File: src/rtl/vending_pkg.sv
// Shared types and elaboration helpers for the parametrised vending controller.
// Also consumed by the VEND_CANCEL_EN refund build; nothing here depends on it.
package vending_pkg;

    typedef enum logic [1:0] {
        IDLE     = 2'd0,
        COLLECT  = 2'd1,
        DISPENSE = 2'd2,
        REFUND   = 2'd3
    } vend_state_e;

    localparam int VEND_CW     = 8;
    localparam int TBL_MAX_W   = 1024;
    localparam int SLICE_MAX_W = 32;
    localparam int SEL_MAX_W   = 64;

    // Tables are zero-extended to TBL_MAX_W by the caller so one function serves every size.
    function automatic logic [SLICE_MAX_W-1:0] tbl_slice(input logic [TBL_MAX_W-1:0] tbl,
                                                         input int unsigned idx,
                                                         input int unsigned w);
        logic [TBL_MAX_W-1:0] sh;
        sh = tbl >> (idx * w);
        tbl_slice = '0;
        for (int b = 0; b < SLICE_MAX_W; b++)
            if (b < int'(w)) tbl_slice[b] = sh[b];
    endfunction

    function automatic logic [5:0] oh2idx(input logic [SEL_MAX_W-1:0] oh);
        oh2idx = '0;
        for (int i = SEL_MAX_W-1; i >= 0; i--)
            if (oh[i]) oh2idx = 6'(i);
    endfunction

endpackage

File: src/rtl/vending_ctrl_param_if.sv
// User-facing bundle of the vending controller: buttons in, dispense/change/status out.
// cancel only has an effect when the block is built with VEND_CANCEL_EN.
interface vending_ctrl_param_if
    import vending_pkg::*;
#(
    parameter int N_PROD = 4,
    parameter int N_COIN = 3,
    parameter int CW     = VEND_CW
);
    logic [N_PROD-1:0] sel;
    logic [N_COIN-1:0] coin;
    logic              cancel;
    logic [N_PROD-1:0] dispense;
    logic [CW-1:0]     change;
    logic              change_valid;
    logic              busy;
    logic [CW-1:0]     credit;

    modport master (
        output sel, coin, cancel,
        input  dispense, change, change_valid, busy, credit
    );

    modport slave (
        input  sel, coin, cancel,
        output dispense, change, change_valid, busy, credit
    );
endinterface

File: src/rtl/vend_hold_timer.sv
// Down-counter shared by the dispense and refund holds: start loads HOLD_CYC,
// done flags the last held cycle. The counter parks at zero and never wraps.
module vend_hold_timer #(
    parameter int HOLD_CYC = 10
) (
    input  logic clock,
    input  logic reset,
    input  logic start,
    output logic done
);
    localparam int CNT_W = $clog2(HOLD_CYC + 1);

    logic [CNT_W-1:0] cnt;

    always_ff @(posedge clock) begin
        if (!reset)
            cnt <= '0;
        else if (start)
            cnt <= CNT_W'(HOLD_CYC);
        else if (cnt != '0)
            cnt <= cnt - CNT_W'(1);
    end

    assign done = (cnt == CNT_W'(1));

endmodule

File: src/rtl/vending_ctrl_param.sv
// Parametrised vending controller: product select, coin credit, dispense/change hold.
// Define VEND_CANCEL_EN to add the cancel/refund path (REFUND state).
module vending_ctrl_param
    import vending_pkg::*;
#(
    parameter int                   N_PROD    = 4,
    parameter int                   N_COIN    = 3,
    parameter int                   CW        = VEND_CW,
    parameter logic [N_PROD*CW-1:0] PRICES    = {8'd4, 8'd3, 8'd2, 8'd1},
    parameter logic [N_COIN*CW-1:0] COIN_VALS = {8'd5, 8'd2, 8'd1},
    parameter int                   HOLD_CYC  = 10
) (
    input logic                clock,
    input logic                reset,
    vending_ctrl_param_if.slave bus
);
    localparam int IDX_W  = (N_PROD > 1) ? $clog2(N_PROD) : 1;
    localparam int CIDX_W = (N_COIN > 1) ? $clog2(N_COIN) : 1;

    localparam logic [1:0] S_IDLE     = 2'(IDLE);
    localparam logic [1:0] S_COLLECT  = 2'(COLLECT);
    localparam logic [1:0] S_DISPENSE = 2'(DISPENSE);
    localparam logic [1:0] S_REFUND   = 2'(REFUND);

    logic [CW-1:0]     price_tbl [N_PROD];
    logic [CW-1:0]     coin_tbl  [N_COIN];

    logic [1:0]        state;
    logic [IDX_W-1:0]  idx;
    logic [CW-1:0]     credit;
    logic [CW-1:0]     change;
    logic              change_valid;
    logic [N_PROD-1:0] dispense;
    logic [N_COIN-1:0] prev_coin;

    logic [N_COIN-1:0] rise;
    logic              rise_any;
    logic [CIDX_W-1:0] rise_idx;
    logic [CW:0]       credit_sum;
    logic [CW-1:0]     credit_sat;
    logic              sel_onehot;
    logic              paid;
    logic              hold_start;
    logic              hold_done;

    for (genvar i = 0; i < N_PROD; i++) begin : g_price
        assign price_tbl[i] = CW'(tbl_slice(TBL_MAX_W'(PRICES), i, CW));
    end

    for (genvar i = 0; i < N_COIN; i++) begin : g_coin
        assign coin_tbl[i] = CW'(tbl_slice(TBL_MAX_W'(COIN_VALS), i, CW));
    end

    // Lowest-index rising coin wins; simultaneous higher-index rises are dropped.
    always_comb begin
        rise     = bus.coin & ~prev_coin;
        rise_any = |rise;
        rise_idx = '0;
        for (int i = N_COIN-1; i >= 0; i--)
            if (rise[i]) rise_idx = CIDX_W'(i);
        credit_sum = {1'b0, credit} + {1'b0, coin_tbl[rise_idx]};
        credit_sat = credit_sum[CW] ? '1 : credit_sum[CW-1:0];
        sel_onehot = (bus.sel != '0) && ((bus.sel & (bus.sel - N_PROD'(1))) == '0);
        paid       = (credit >= price_tbl[idx]);
    end

    always_comb begin
        hold_start = 1'b0;
        if (state == S_COLLECT) begin
`ifdef VEND_CANCEL_EN
            hold_start = bus.cancel | paid;
`else
            hold_start = paid;
`endif
        end
    end

`ifndef VEND_CANCEL_EN
    logic unused_cancel;
    assign unused_cancel = bus.cancel;
`endif

    vend_hold_timer #(
        .HOLD_CYC (HOLD_CYC)
    ) u_hold (
        .clock (clock),
        .reset (reset),
        .start (hold_start),
        .done  (hold_done)
    );

    // prev_coin loads even under reset so a button held through reset is not seen as a press.
    always_ff @(posedge clock) begin
        prev_coin <= bus.coin;
        if (!reset) begin
            state        <= S_IDLE;
            idx          <= '0;
            credit       <= '0;
            change       <= '0;
            change_valid <= 1'b0;
            dispense     <= '0;
        end else begin
            case (state)
                S_IDLE: begin
                    if (sel_onehot) begin
                        idx   <= IDX_W'(oh2idx(SEL_MAX_W'(bus.sel)));
                        state <= S_COLLECT;
                    end
                end
                S_COLLECT: begin
`ifdef VEND_CANCEL_EN
                    if (bus.cancel) begin
                        state        <= S_REFUND;
                        change       <= credit;
                        change_valid <= 1'b1;
                    end else
`endif
                    if (paid) begin
                        state        <= S_DISPENSE;
                        change       <= credit - price_tbl[idx];
                        change_valid <= 1'b1;
                        dispense     <= N_PROD'(1) << idx;
                    end else if (rise_any) begin
                        credit <= credit_sat;
                    end
                end
`ifdef VEND_CANCEL_EN
                S_DISPENSE, S_REFUND: begin
`else
                S_DISPENSE: begin
`endif
                    if (hold_done) begin
                        state        <= S_IDLE;
                        credit       <= '0;
                        change       <= '0;
                        change_valid <= 1'b0;
                        dispense     <= '0;
                    end
                end
                default: state <= S_IDLE;
            endcase
        end
    end

    assign bus.dispense     = dispense;
    assign bus.change       = change;
    assign bus.change_valid = change_valid;
    assign bus.busy         = (state != S_IDLE);
    assign bus.credit       = credit;

endmodule
File: src/flat_wrapper.sv
// flat-port wrapper written by rule: the top's interface ports become plain ports
module vending_ctrl_param_flat import vending_pkg::*;
#(
    parameter int                   N_PROD    = 4,
    parameter int                   N_COIN    = 3,
    parameter int                   CW        = VEND_CW,
    parameter logic [N_PROD*CW-1:0] PRICES    = {8'd4, 8'd3, 8'd2, 8'd1},
    parameter logic [N_COIN*CW-1:0] COIN_VALS = {8'd5, 8'd2, 8'd1},
    parameter int                   HOLD_CYC  = 10
)
  (clock, reset, bus_sel, bus_coin, bus_cancel, bus_dispense, bus_change, bus_change_valid, bus_busy, bus_credit);
  vending_ctrl_param_if #(.N_PROD(N_PROD), .N_COIN(N_COIN), .CW(CW)) bus_i ();
  input logic clock;
  input logic reset;
  input wire logic [$bits(bus_i.sel)-1:0] bus_sel;
  input wire logic [$bits(bus_i.coin)-1:0] bus_coin;
  input wire logic [$bits(bus_i.cancel)-1:0] bus_cancel;
  output wire logic [$bits(bus_i.dispense)-1:0] bus_dispense;
  output wire logic [$bits(bus_i.change)-1:0] bus_change;
  output wire logic [$bits(bus_i.change_valid)-1:0] bus_change_valid;
  output wire logic [$bits(bus_i.busy)-1:0] bus_busy;
  output wire logic [$bits(bus_i.credit)-1:0] bus_credit;
  assign bus_i.sel = bus_sel;
  assign bus_i.coin = bus_coin;
  assign bus_i.cancel = bus_cancel;
  assign bus_dispense = bus_i.dispense;
  assign bus_change = bus_i.change;
  assign bus_change_valid = bus_i.change_valid;
  assign bus_busy = bus_i.busy;
  assign bus_credit = bus_i.credit;
  vending_ctrl_param #(.N_PROD(N_PROD), .N_COIN(N_COIN), .CW(CW), .PRICES(PRICES), .COIN_VALS(COIN_VALS), .HOLD_CYC(HOLD_CYC)) u_core (.clock(clock), .reset(reset), .bus(bus_i));
endmodule
File: config.mk
export PLATFORM = sky130hd
export DESIGN_NAME = vending_ctrl_param_flat
export DESIGN_NICKNAME = d
export VERILOG_FILES = /design/src/rtl/vending_pkg.sv /design/src/rtl/vending_ctrl_param_if.sv /design/src/rtl/vend_hold_timer.sv /design/src/rtl/vending_ctrl_param.sv /design/src/flat_wrapper.sv
export SDC_FILE = /design/constraint.sdc
export NUM_CORES = 1
export LEC_CHECK = 0
export BUFFER_PORTS_ARGS = -buffer_cell sky130_fd_sc_hd__buf_2
export CORE_MARGIN = 2
export CORE_UTILIZATION = 56
export CTS_BUF_LIST = sky130_fd_sc_hd__clkbuf_16
export DETAILED_ROUTE_END_ITERATION = 6
export HOLD_SLACK_MARGIN = 0.1
export PLACE_DENSITY = 0.89
export SLEW_MARGIN = 0
export SYNTH_ARGS = -nofsm -noshare
export SYNTH_HDL_FRONTEND = slang
export SYNTH_SLANG_ARGS = --single-unit
File: constraint.sdc
create_clock -name clock -period 2.7 [get_ports clock]
set_input_delay 0.27 -clock clock [delete_from_list [all_inputs] [get_ports clock]]
set_output_delay 0.27 -clock clock [all_outputs]
set_load 0.02 [all_outputs]
==> results.ini <==
[timing]
hold_viol = 0
max_freq_mhz = 391
relSlewSlack_pct = 61.9
finalSetupViolCount = 0
finClkSkew_ps = 3.34
setup_tns_ps = 0
final.setup.worst_slack_ps = 141
drv_slew = 0
tightest_slew_ps = 571
grt_setup_unrepaired = false
period_share_pct = 94.8
period_needed_ps = 2560

[place]
dp_hpwl_mm = 3.48
pre_cts_slack_ps = 176
gp_congestion = 0.908
placed_area_um2 = 2190
portBuffers = 30

[run]
maxCapViolCount = 0

[synth]
yosys_most_used_dff = dfxtp_1
postSynthCellCount = 235
syn_nets = 260
ys_types = 51
ys_warn_count = 0
synth_compound_area_share_pct = 24.7
ys_seq_area_share_pct = 32.7
ys_seq_elements = 32
ys_async_sr_fraction_pct = 0
synth_area_um2 = 1960
synth-adder-area-share_pct = 10.4
synth_top_family_by_area = compound AO/OA/AOI/OAI gates
synth_xor_area_share_pct = 4.47
synth_edf_count = 0
synth-simple-area-share_pct = 21.9
synth_area_per_cell_um2 = 8.33
yosys-mux-area-fraction_pct = 0.511

[route]
drtIter0Drc = 67
route.antenna.remaining_nets = 0
wire_per_inst_um = 14.7
drcViolationCount = 0
viasPerCell = 5.85
first_pass_iters = 4
drt_wl_total_mm = 4.68
via_count = 1861

[global_routing]
grt_pass1_wl_mm = 8.04
antenna_found_initial = 0
grt-ovfl-total = 0
track_usage_pct = 25.6
grt_pass1_vias = 1831
grt_start_max_net_pins = 23

[layout]
fin_area_um2 = 2320
drive_gt1_share_pct = 21.0
finalCoreUtilization_pct = 69.5
fillers = 279
area_growth_pct = 18.5
antennaDiodeCount = 0
nets = 297
final_common_cell = dfxtp_1
layout_common_cells = 32 x dfxtp_1, 30 x buf_2, 28 x a21oi_1

[clock_network]
clock_latency_ps = 280
cts_sinks = 32
ctsHoldBuffers = 0
cts_max_level = 2
postCtsResizedCells = 0
clkTransAtPathRegs_ps = 50
cts_buffers = 5
clk_path_buf_depth = 2
cts_tree = built
postCtsSetupBuffers = 0
clockRootBuffer = clkbuf_16

[pwr]
powerDensity_nw_per_um2 = 734
ir_drop_v = 0.000268
leakagePower_nw = 1.00
total_power_w = 0.00170

[hold_path]
hold_path.class = in2reg

[critical_path]
startpoint_type = register
cp.required_ps = 2860
crit_arrival_ps = 2720
critPathMaxFanout = 6
rrSetupSlack_ps = 140
cp-end-kind = register
critical_path_class = reg2reg

[floorplan]
initial_core_util_pct = 58.7
num_rows = 21
die_y_um = 63.1
io-pin-count = 32
die_x_um = 63.1
core_area_um2 = 3340
die_area_um2 = 3990

[status]
status = complete, no violations

-- routing by layer --
metal  up-vias  GRT usage, %  part of all wire [%]
met5         -             0                     0
met4         0          13.1                   3.2
met3        19          5.89                   5.7
met2        63          44.5                    49
met1       856          29.3                    42
li1        923             -                     -
-- kinds of logic after synthesis --
logic type / Yosys count
and+or+nand+nor: 81
buffers and inverters: 25
DFF: 32
adders and majority gates: 15
AOI/OAI and AO/OA: 71
muxes: 1
xor gates and xnor gates: 10
-- power by group --
group          total (W)  internal [W]  switching (W)
Combinational   0.000609      0.000236       0.000373
Sequential      0.000579      0.000535      0.0000437
Clock           0.000515      0.000329       0.000186
-- per-stage QoR --
step	hold WS, ps	std cells
after CTS	109	318
after detailed placement	392	311
final	111	318
after global placement	390	311
after global routing	111	318
after floorplan	298	235
-- cell type report --
| cell class | instances | area (µm²) | share of cell area, % |
|---|---|---|---|
| Multi-Input combinational cell | 178 | 1210 | 52.2 |
| Sequential cell | 32 | 641 | 27.6 |
| Timing Repair Buffer | 39 | 218 | 9.39 |
| Clock buffer | 5 | 125 | 5.39 |
| Inverter | 16 | 60.1 | 2.59 |
| Tap cell | 46 | 57.6 | 2.48 |
| Clock inverter | 2 | 7.51 | 0.324 |
-- synth_stat cells (2+ instances only) --
cell type  instances  area, µm²
dfxtp_1           32        641
a21oi_1           28        140
nand2_1           24       90.1
inv_1             16       60.1
o21ai_0           15       75.1
ha_1              13        163
nand3_1           11       55.1
nor2_1            11       41.3
clkbuf_1           7       26.3
nor3_1             7       35.0
nand2b_1           6       37.5
xnor2_1            6       52.6
a211oi_1           4       30.0
xor2_1             4       35.0
nand4_1            3       18.8
nor2b_1            3       18.8
or3_1              3       18.8
a21o_1             2       15.0
a311oi_1           2       17.5
a32o_1             2       20.0
fa_1               2       40.0
o21ai_1            2       10.0
o31ai_1            2       15.0
o31ai_4            2       42.5
or4b_2             2       20.0
-- flip-flops by register name (all words and copies together), names as in the netlist --
| register | count |
|---|---|
| u_core.u_hold.cnt | 4 |
| u_core.state | 2 |
| u_core.bus.change_valid | 1 |
| u_core.bus.credit | 8 |
| u_core.prev_coin | 3 |
| u_core.bus.dispense | 4 |
| u_core.idx | 2 |
| u_core.bus.change | 8 |
-- final timing paths --
kind | cells past startpoint | start | end
worst min register to register | 2 | u_core.bus.change[0] | u_core.bus.change[0]
worst max-delay path | 8 | u_core.idx[0] | u_core.bus.credit[7]
worst max register to register | 8 | u_core.idx[0] | u_core.bus.credit[7]
worst min-delay path | 1 | bus_coin[1] | u_core.prev_coin[1]
-- critical path, cell delays in order, from the launching register on --
cell and delay (ps):
dfxtp_1 410, inv_1 120, ha_1 340, fa_1 440, nor2b_1 290, or3_4 240, o31a_2 210, nor3_1 60
or3_1 330
Note: power is estimated with default switching activity, not from simulation.
